[src/rtl/path_follower.sv]
// Buffers a planner path and issues one (from, to) hop per edge, waiting for arrival after each.
// Define PATH_REVERSE_EN to read the buffer LIFO (the planner emits the path goal-first).
module path_follower #(
    parameter int unsigned NODE_W    = 8,
    parameter int unsigned NUM_NODES = 37,
    parameter int unsigned DEPTH     = 38
) (
    input  logic                      clk_i,
    input  logic                      reset_i,
    input  logic                      path_valid_i,
    input  logic [NODE_W-1:0]         path_node_i,
    input  logic                      path_last_i,
    output logic                      path_ready_o,
    output logic                      cmd_valid_o,
    output logic [NODE_W-1:0]         cmd_from_o,
    output logic [NODE_W-1:0]         cmd_to_o,
    input  logic                      cmd_ready_i,
    input  logic                      arrived_i,
    input  logic                      abort_i,
    output logic [NODE_W-1:0]         cur_node_o,
    output logic [$clog2(DEPTH)-1:0]  hops_left_o,
    output logic                      busy_o,
    output logic                      done_o,
    output logic                      err_o
);

    localparam int unsigned IdxW = $clog2(DEPTH);
    localparam int unsigned PtrW = $clog2(DEPTH + 1);

    typedef enum logic [2:0] {StIdle, StLoad, StIssue, StWaitArr, StDone} state_e;

    state_e              state_q, state_d;
    logic [NODE_W-1:0]   buf_q [DEPTH];
    logic [PtrW-1:0]     wr_ptr_q, wr_ptr_d;
    logic [IdxW-1:0]     rd_idx_q, rd_idx_d;
    logic [NODE_W-1:0]   cur_node_q, cur_node_d;
    logic [IdxW-1:0]     hops_q, hops_d;
    logic                err_q, err_d;
    logic                buf_we;
    logic                beat_bad;

    // A beat is bad if its index is out of range or it would not fit in the buffer.
    assign beat_bad = (path_node_i >= NODE_W'(NUM_NODES)) || (wr_ptr_q >= PtrW'(DEPTH));

    always_comb begin
        state_d    = state_q;
        wr_ptr_d   = wr_ptr_q;
        rd_idx_d   = rd_idx_q;
        cur_node_d = cur_node_q;
        hops_d     = hops_q;
        err_d      = err_q;
        buf_we     = 1'b0;

        case (state_q)
            StIdle, StLoad: begin
                if (abort_i && state_q == StLoad) begin
                    state_d  = StIdle;
                    wr_ptr_d = '0;
                end else if (path_valid_i) begin
                    if (beat_bad) begin
                        err_d    = 1'b1;
                        state_d  = StIdle;
                        wr_ptr_d = '0;
                    end else begin
                        if (state_q == StIdle) begin
                            err_d = 1'b0;
                        end
                        buf_we   = 1'b1;
                        wr_ptr_d = wr_ptr_q + PtrW'(1);
                        state_d  = StLoad;
                        if (path_last_i) begin
                            hops_d   = IdxW'(wr_ptr_q);
                            wr_ptr_d = '0;
`ifdef PATH_REVERSE_EN
                            cur_node_d = path_node_i;
                            rd_idx_d   = IdxW'(wr_ptr_q) - IdxW'(1);
`else
                            cur_node_d = (wr_ptr_q == '0) ? path_node_i : buf_q[0];
                            rd_idx_d   = IdxW'(1);
`endif
                            state_d = (wr_ptr_q == '0) ? StDone : StIssue;
                        end
                    end
                end
            end
            StIssue: begin
                if (abort_i) begin
                    state_d = StIdle;
                end else if (cmd_ready_i) begin
                    state_d = StWaitArr;
                end
            end
            StWaitArr: begin
                if (abort_i) begin
                    state_d = StIdle;
                end else if (arrived_i) begin
                    cur_node_d = buf_q[rd_idx_q];
`ifdef PATH_REVERSE_EN
                    rd_idx_d   = rd_idx_q - IdxW'(1);
`else
                    rd_idx_d   = rd_idx_q + IdxW'(1);
`endif
                    hops_d     = hops_q - IdxW'(1);
                    state_d    = (hops_q == IdxW'(1)) ? StDone : StIssue;
                end
            end
            StDone: begin
                state_d = StIdle;
            end
            default: begin
                state_d = StIdle;
            end
        endcase
    end

    always_ff @(posedge clk_i) begin
        if (reset_i) begin
            state_q    <= StIdle;
            wr_ptr_q   <= '0;
            rd_idx_q   <= '0;
            cur_node_q <= '0;
            hops_q     <= '0;
            err_q      <= 1'b0;
        end else begin
            state_q    <= state_d;
            wr_ptr_q   <= wr_ptr_d;
            rd_idx_q   <= rd_idx_d;
            cur_node_q <= cur_node_d;
            hops_q     <= hops_d;
            err_q      <= err_d;
        end
    end

    // Path storage carries no control meaning, so it is left unreset.
    always_ff @(posedge clk_i) begin
        if (buf_we) begin
            buf_q[IdxW'(wr_ptr_q)] <= path_node_i;
        end
    end

    always_comb begin
        path_ready_o = 1'b0;
        cmd_valid_o  = 1'b0;
        cmd_from_o   = '0;
        cmd_to_o     = '0;
        busy_o       = 1'b0;
        done_o       = 1'b0;
        cur_node_o   = '0;
        hops_left_o  = '0;
        err_o        = 1'b0;
        if (!reset_i) begin
            path_ready_o = (state_q == StIdle) || (state_q == StLoad);
            if (state_q == StIssue) begin
                cmd_valid_o = 1'b1;
                cmd_from_o  = cur_node_q;
                cmd_to_o    = buf_q[rd_idx_q];
            end
            busy_o      = (state_q == StIssue) || (state_q == StWaitArr) || (state_q == StDone);
            done_o      = (state_q == StDone) && !abort_i;
            cur_node_o  = cur_node_q;
            hops_left_o = hops_q;
            err_o       = err_q;
        end
    end

endmodule

[config.mk]
export PLATFORM = sky130hd
export DESIGN_NAME = path_follower
export DESIGN_NICKNAME = d
export VERILOG_FILES = /design/src/rtl/path_follower.sv
export SDC_FILE = /design/constraint.sdc
export NUM_CORES = 1
export LEC_CHECK = 0
export BUFFER_PORTS_ARGS = -buffer_cell sky130_fd_sc_hd__buf_2
export CORE_UTILIZATION = 60
export DETAILED_ROUTE_END_ITERATION = 12
export GPL_ROUTABILITY_DRIVEN = 0
export GPL_TIMING_DRIVEN = 0
export PLACE_DENSITY = 0.79
export SYNTH_ARGS = -nofsm -noshare
export SYNTH_HDL_FRONTEND = slang
export SYNTH_SLANG_ARGS = --single-unit
[constraint.sdc]
create_clock -name clk_i -period 6.4 [get_ports clk_i]
set_input_delay 0.32 -clock clk_i [delete_from_list [all_inputs] [get_ports clk_i]]
set_output_delay 0.32 -clock clk_i [all_outputs]
set_load 0.01 [all_outputs]
== Word-level counts from Yosys, hierarchy flattened ==
Memory sizes are Yosys's and may differ from the RTL's. A register that Yosys moved wholly into a read port is not among the register bits.
Index checks and enable logic that the tools add are counted.

* Bits in registers: 30
* Bits in writable memories: 304
* Output and inout bits: 35
* Logic and storage cells: 103
* Memories: 1

{| class="wikitable"
|+ Memory list
! name !! depth !! bits a word !! read ports !! clocked after memory_dff !! write ports !! line !! source
|-
| buf_q || 38 || 8 || 2 || 1 || 1 || 33 || <nowiki>logic [NODE_W-1:0] buf_q [DEPTH];</nowiki>
|}

* $add $sub $neg: 3
* Magnitude comparators: 2
* Equal/unequal tests: 14
* Multiplexer cells: 59
* Bitwise logic cells: 1
* Reduce and logical (&&, ||, !) cells: 17

{| class="wikitable"
|+ Operators with widths
! kind !! number
|-
| 6-bit two-way mux || 19
|-
| 8-bit two-way mux || 12
|-
| 3-bit two-way mux || 10
|-
| 6-bit one-hot mux with 2 select lines || 2
|-
| 8-bit one-hot mux with 2 select lines || 1
|-
| 1-bit two-way mux || 14
|-
| 6-bit by 1-bit adder with 6-bit output, second input constant || 2
|-
| 2-bit != test, second input constant || 6
|-
| 3-bit != test, second input constant || 3
|-
| 3-bit one-hot mux with 3 select lines || 1
|-
| 8-bit by 6-bit >= comparator with 1-bit output, second input constant || 1
|-
| 7-bit AND reduction || 1
|-
| 3-bit by 2-bit == test with 1-bit output, second input constant || 2
|-
| 6-bit by 1-bit == test with 1-bit output, second input constant || 1
|-
| 6-bit >= comparator, second input constant || 1
|-
| 6-bit logical NOT || 1
|-
| 2-bit nonzero test || 3
|-
| 6-bit by 1-bit subtractor with 6-bit output, second input constant || 1
|-
| 1-bit logical OR || 4
|-
| 4-bit AND reduction || 1
|-
| 3-bit by 1-bit == test with 1-bit output, second input constant || 1
|-
| 3-bit == test, second input constant || 1
|-
| 3-bit logical NOT || 1
|-
| 3-bit AND reduction || 1
|-
| other kinds (5) || 6
|}

== Depth between registers and ports, before layout ==
Gate-level depths: netlist of run 1.

* Depth in word-level cells: 8
* Gate-level depth with buffers: 9
* Depth with buffers taken out: 8

== Worst setup path before layout of run 1 ==
No wires, ideal clock.

* Path kind: reg2reg
* From: reg wr_ptr_q[0]
* To: mem buf_q[22][0], enable pin
* Arrival time: 2152 ps
* Data required time: 6030 ps
* Path slack: 3878 ps
* Cell stages (with the launch flop): 9
* Path buffers: 0
* Period minus slack after synthesis: 2522 ps
* Path through: dfxtp_1 -> inv_1 -> ha_1 -> o21ai_0 -> a21boi_1 -> nor3_1 -> and3_1 -> nand3_1 -> nor2_1

* Word-level cells in the longest chain between the ends: 8

{| class="wikitable"
|+ RTL lines
! element !! line !! source
|-
| start: declaration || 34 || <nowiki>logic [PtrW-1:0] wr_ptr_q, wr_ptr_d;</nowiki>
|-
| start signal: assignment || 126 || <nowiki>wr_ptr_q <= wr_ptr_d;</nowiki>
|-
| 6-bit >= comparator || 43 || <nowiki>assign beat_bad = (path_node_i >= NODE_W'(NUM_NODES)) || (wr_ptr_q >= PtrW'(DEPTH));</nowiki>
|-
| 1-bit logical OR || 43 ||
|-
| 1-bit two-way mux || 60 || <nowiki>if (beat_bad) begin</nowiki>
|-
| 1-bit two-way mux || 59 || <nowiki>end else if (path_valid_i) begin</nowiki>
|-
| 1-bit two-way mux || 56 || <nowiki>if (abort_i && state_q == StLoad) begin</nowiki>
|-
| 1-bit two-way mux || 54 || <nowiki>case (state_q)</nowiki>
|-
| 1-bit two-way mux || 136 || <nowiki>if (buf_we) begin</nowiki>
|-
| 1-bit two-way mux (implied by the code) || 137 || <nowiki>buf_q[IdxW'(wr_ptr_q)] <= path_node_i;</nowiki>
|-
| end: declaration || 33 ||
|}

Several ways; a longest one is shown, not always the timed one.

==> impl_metrics.json, run 1 <==
{
  "finalWorstSetupSlack_ns": 2.79,
  "core.rowCount": 55,
  "grt_overflow": 0,
  "root_buffer": "clkbuf_16",
  "area_growth_pct": 11.7,
  "fin_tns_setup_ns": 0,
  "dp.cells": 1160,
  "grt_pass1_wl_um": 47500,
  "synth_area_um2": 14100,
  "ys_seq_elements": 340,
  "initial_core_util": 0.617,
  "yosysUniqueCellTypes": 56,
  "rsz0062_at_grt": "no",
  "ir_worst_vdd_uv": 239,
  "cts_tree": "done",
  "async_reset_ff_frac": 0,
  "layout.nets": 905,
  "grt_usage": 0.276,
  "ff2ff_path_depth": 8,
  "numCtsBuffers": 35,
  "worst_clock_skew_ns": 0.0126,
  "worstSetupEndpoint": "cmd_to_o[6]",
  "core_um2": 22800,
  "rr_endpoint": "buf_q[10][5]",
  "critPathLaunchType": "flip-flop",
  "outcome": "finished clean",
  "min-delay-path-class": "input pin to flip-flop",
  "synth_edf_count": 304,
  "r2r-start": "wr_ptr_q[0]",
  "cts_buffer_depth": 3,
  "finalHoldViolations": 0,
  "fmax_ghz": 0.277,
  "viasPerCell": 6.34,
  "cts.sinks": 340,
  "place.detailed.hpwl_um": 19000,
  "critPathMaxFanout": 10,
  "setup_violations": 0,
  "slew_violations": 0,
  "cts.htree.levels": 2,
  "clkSlewWorstSetupHoldPaths_ns": 0.05,
  "final_cells": 1221,
  "die_area_um2": 24100,
  "post_cts_resized": 0,
  "vias": 7742,
  "final_common_cell": "edfxtp_1",
  "fillerInstances": 1502,
  "drive_above_1_share": 0.240,
  "wire_per_inst_um": 26.0,
  "pin_count": 50,
  "relSlewSlack": 0.353,
  "worstSetupEndpointType": "primary output",
  "drcViolationCount": 0,
  "synthFlopType": "edfxtp_1",
  "drt_iter0_markers": 1002,
  "synth.avg_cell_area_um2": 17.6,
  "synthCells": 801,
  "period_share": 0.564,
  "die_height_um": 155,
  "dr.pass1.iters": 6,
  "routed_wl_um": 31800,
  "ctsHoldBuffers": 0,
  "critical_path_required_ns": 6.08,
  "pre_cts_ws_ns": 2.71,
  "p_per_area_nw_per_um2": 279,
  "antenna_found_initial": 0,
  "min_period_ns": 3.61,
  "insertion_delay_ns": 0.52,
  "grt_pass1_vias": 7520,
  "postRouteAntennaNets": 0,
  "holdWs_ns": 0.135,
  "grt_max_degree": 41,
  "critPathKind": "flip-flop to primary output",
  "rrSetupSlack_ns": 2.89,
  "antennaDiodeCount": 0,
  "crit_arrival_ns": 3.29,
  "power.leakage_nw": 5.00,
  "final_cell_mix": "edfxtp_1 (304), mux4_2 (88), nor2_1 (73), buf_2 (55), clkbuf_16 (37)",
  "die_x_um": 155,
  "ys_warn_count": 0,
  "post_cts_buffers": 0,
  "synthesis.nets": 822,
  "port_buffers": 46,
  "tightest_slew_ns": 0.967,
  "cap_violations": 0,
  "seq_area_frac_synth": 0.699
}
-- layout make-up --
cell class,instances,area (um^2),share of cell area
timing repair buffer,46,230,0.0146
tap,313,392,0.0249
multi-input combinational,400,3930,0.250
sequential,340,9850,0.626
clock inverter,8,38.8,0.00247
buffer,44,244,0.0155
clock buffer,53,986,0.0627
inverter,17,63.8,0.00406
-- metrics by stage --
stage	power (mW)	cell area [um^2]	utilization
floorplan	2.52	14100	-
global placement	2.57	14700	0.644
detailed placement	2.57	14700	0.644
CTS	4.41	15700	0.689
global route	4.49	15700	0.689
finish	4.40	15700	0.689
-- critical path: stages, from the launching register on --
cell,delay (ns)
dfxtp_1,0.30
buf_2,0.28
buf_1,0.59
mux4_2,0.46
mux4_2,0.52
inv_1,0.09
o21ai_1,0.12
mux2i_1,0.20
nor2b_1,0.07
buf_2,0.14
-- worst min path at each step --
| stage | start | end | slack, ns | cells past startpoint |
|---|---|---|---|---|
| final | path_last_i | state_q[0] | 0.13 | 3 |
| after global routing | path_last_i | state_q[0] | 0.15 | 3 |
| after CTS | path_last_i | state_q[0] | 0.12 | 3 |
| after detailed placement | err_q | err_q | 0.47 | 2 |
| after global placement | err_q | err_q | 0.46 | 2 |
| after floorplan | path_node_i[0] | buf_q[0][0] | 0.42 | 0 |
-- cell usage after synthesis (3+ instances only) --
library cell  count  area (um^2)
a21oi_1          21          105
nor4_1            3         18.8
o21ai_0          12         60.1
ha_1              6         75.1
nor3_1           14         70.1
nand3b_1          3         22.5
dfxtp_1          36          721
nor2_1           73          274
o21ai_1          10         50.1
nand2_1          29          109
xor2_1            3         26.3
a2bb2oi_1         9         78.8
or3_1             4         25.0
buf_4             4         30.0
buf_1             6         22.5
inv_1            17         63.8
a21o_1            3         22.5
a31oi_1           5         31.3
buf_2             9         45.0
nand3_1           8         40.0
and2_1            9         56.3
buf_6             7         78.8
clkbuf_1         18         67.6
mux2_2           16          180
nand2b_1          4         25.0
mux4_2           88         1980
mux2i_1          26          260
edfxtp_1        304         9130
nor2b_1          21          131
-- registers in the layout, summed over array words and instances (netlist names), named ones only --
register and flops:
buf_q 304, err_q 1, cur_node_q 8, rd_idx_q 6
hops_q 6, state_q 3, wr_ptr_q 6
-- layer usage --
metal	part of all wire	wire length, um	GRT usage	up-vias
li1	-	-	-	3336
met1	0.40	12800	0.394	3909
met2	0.48	15400	0.442	436
met3	0.085	2710	0.0479	61
met4	0.027	856	0.0859	0
met5	0	0	0	-
-- report_power, final --
group          internal [mW]  leakage, nW  switching (mW)  total (mW)
registers               2.42         3.02         0.00308        2.42
logic                 0.0283         1.48          0.0744       0.103
clock network           1.06        0.497           0.808        1.87
total                   3.51         5.00           0.885        4.40
-- cells by family (layout without fill, tap and decap cells) --
| logic type | after synthesis | after routing | synth area share |
|---|---|---|---|
| compound gates | 77 | 77 | 0.0346 |
| xor+xnor | 5 | 5 | 0.00311 |
| fa+ha+maj | 6 | 6 | 0.00533 |
| buf+inv | 61 | 168 | 0.0219 |
| flops | 340 | 340 | 0.699 |
| mux | 130 | 130 | 0.172 |
| simple gates | 182 | 182 | 0.0639 |
(Power assumes the default switching activity.)
==> run 2: changes to the inputs <==
clock period = 3.5 ns   (was 6.4 ns; I/O delays follow)
==> run 2 against run 1 <==
Compared with the run above:
- setup slack got worse by 2.6 ns
- non-clock buffer count increased by 1
- final area increased by 0.18%
- critical path type is now flip-flop to flip-flop
- die area did not move
- global-route usage about the same
- register-to-register slack got worse by 2.7 ns
- utilization rose by 0.13 points
- critical path depth down 1
==> impl_metrics.json, run 2 (synthesis gave the netlist of run 1 again) <==
{
  "met3_usage": 0.0479,
  "antenna_found_initial": 0,
  "core_um2": 22800,
  "viasPerCell": 6.36,
  "slowest_delay_ns": 0.74,
  "drive_above_1_share": 0.251,
  "outcome": "finished clean",
  "layout.nets": 906,
  "numCtsBuffers": 35,
  "cts_buffer_depth": 3,
  "critPathMaxFanout": 8,
  "postRouteAntennaNets": 0,
  "fin_tns_setup_ns": 0,
  "pwr-share-comb": 0.024,
  "largest_reg_flops": 304,
  "holdWs_ns": 0.0508,
  "grt_max_degree": 41,
  "critPathLaunchType": "flip-flop",
  "fmax_ghz": 0.306,
  "critical_path_required_ns": 3.64,
  "ff2ff_path_depth": 8,
  "min-delay-path-class": "input pin to flip-flop",
  "period_share": 0.934,
  "cp_top_family": "simple AND/OR/NAND/NOR gates",
  "crit_buf_inv": 1,
  "top_regs": "buf_q: 304 flops, cur_node_q: 8 flops",
  "p_per_area_nw_per_um2": 510,
  "hold_depth": 4,
  "vias": 7770,
  "top_register": "buf_q",
  "wire_per_inst_um": 25.9,
  "met2_usage": 0.443,
  "slew_violations": 0,
  "clkSlewWorstSetupHoldPaths_ns": 0.06,
  "root_buffer": "clkbuf_16",
  "initial_core_util": 0.617,
  "power.leakage_nw": 5.03,
  "fillerInstances": 1501,
  "antennaDiodeCount": 0,
  "dpl_cell_area_um2": 14700,
  "core.rowCount": 55,
  "finalHoldViolations": 0,
  "worstSetupEndpointType": "flip-flop",
  "holdCritStartpoint": "cmd_ready_i",
  "grt.busiest_layer": "met2",
  "r2r-start": "wr_ptr_q[0]",
  "grt_overflow": 0,
  "drt_iter0_markers": 1012,
  "grt_usage": 0.276,
  "rr_endpoint": "buf_q[26][4]",
  "pin_count": 50,
  "dr.pass1.iters": 6,
  "p_seq_frac": 0.551,
  "finalWorstSetupSlack_ns": 0.232,
  "ir_worst_vdd_uv": 435,
  "relSlewSlack": 0.350,
  "pwr-share-clk": 0.425,
  "cts_tree": "done",
  "cap_violations": 0,
  "total_power_mw": 8.03,
  "final_cell_mix": "edfxtp_1 (304), mux4_2 (88), nor2_1 (71), buf_2 (55), clkbuf_16 (37)",
  "drcViolationCount": 0,
  "area_growth_pct": 11.9,
  "post_cts_buffers": 0,
  "final_area_um2": 15800,
  "worst_clock_skew_ns": 0.0150,
  "internal-power_mw": 6.42,
  "rsz0062_at_grt": "no",
  "cts.sinks": 340,
  "die_x_um": 155,
  "grt_pass1_wl_um": 47500,
  "path_cells": "inv_1 -> ha_1 -> o21ai_0 -> a21boi_1 -> nor3_2 -> and3_1 -> nand2_1 -> nor2_1",
  "crit_arrival_ns": 3.41,
  "place.detailed.hpwl_um": 19000,
  "hold_end": "state_q[1]",
  "crit_slowest_cell": "nor2_1",
  "critPathKind": "flip-flop to flip-flop",
  "port_buffers": 46,
  "grt_use_met1": 0.394,
  "grt_pass1_vias": 7526,
  "pre_cts_ws_ns": -0.0471,
  "insertion_delay_ns": 0.52,
  "rrSetupSlack_ns": 0.23,
  "p_sw_mw": 1.61,
  "setup_violations": 0,
  "die_area_um2": 24100,
  "final_common_cell": "edfxtp_1",
  "routed_wl_um": 31700,
  "tightest_slew_ns": 0.971,
  "min_period_ns": 3.27,
  "switching_share": 0.201,
  "die_height_um": 155,
  "cts.htree.levels": 2
}
## run 2: what timing repair did
action,CTS,global route
endpoints found under the setup margin,0,311
hold endpoints to repair,1,0
hold buffers,1,0
resized for setup,0,14
## run 2: cell type report
class                           count  area, um^2  share of cell area
Sequential cell                   340        9850               0.625
Clock inverter                      8        38.8             0.00246
Multi-Input combinational cell    400        3940               0.250
Clock buffer                       53         986              0.0626
Tap cell                          313         392              0.0248
Buffer                             44         253              0.0160
Timing Repair Buffer               47         240              0.0152
Inverter                           17        63.8             0.00405
## run 2: metrics by stage
stage	utilization	instances
5_1_grt	0.690	1222
3_5_place_dp	0.644	1160
2_1_floorplan	-	801
3_3_place_gp	0.644	1160
4_1_cts	0.689	1222
6_report	0.690	1222
## run 2: tightest hold or removal path: cells and delay by family
family          cells  cell delay (ns)
compound gates      2             0.19
buf+inv             2             0.14
## run 2: worst max-delay path by stage
stage                     slack (ns)  cells after the start           end            from
final                           0.23                      8  buf_q[26][4]     wr_ptr_q[0]
after global routing           0.006                      8  buf_q[15][3]     wr_ptr_q[0]
after CTS                       0.04                      9   cmd_to_o[0]       flip-flop
after detailed placement       -0.05                      7  buf_q[33][4]  path_node_i[1]
after global placement          0.02                      7  buf_q[23][6]  path_node_i[1]
after floorplan                 0.98                      8  buf_q[22][0]     wr_ptr_q[0]
## run 2: power by group through the flow
stage | Clock [mW] | Combinational, mW | Sequential, mW
2_1_floorplan | 0 | 0.0880 | 4.51
3_3_place_gp | 0 | 0.178 | 4.51
3_5_place_dp | 0 | 0.185 | 4.51
4_1_cts | 3.44 | 0.188 | 4.43
5_1_grt | 3.59 | 0.203 | 4.43
6_report | 3.41 | 0.189 | 4.43
## run 2: per-layer routing
metal	part of all wire	vias to the layer above	wire length (um)
li1	-	3337	-
met1	0.40	3903	12700
met5	0	-	0
met4	0.029	0	913
met2	0.48	459	15400
met3	0.086	71	2710
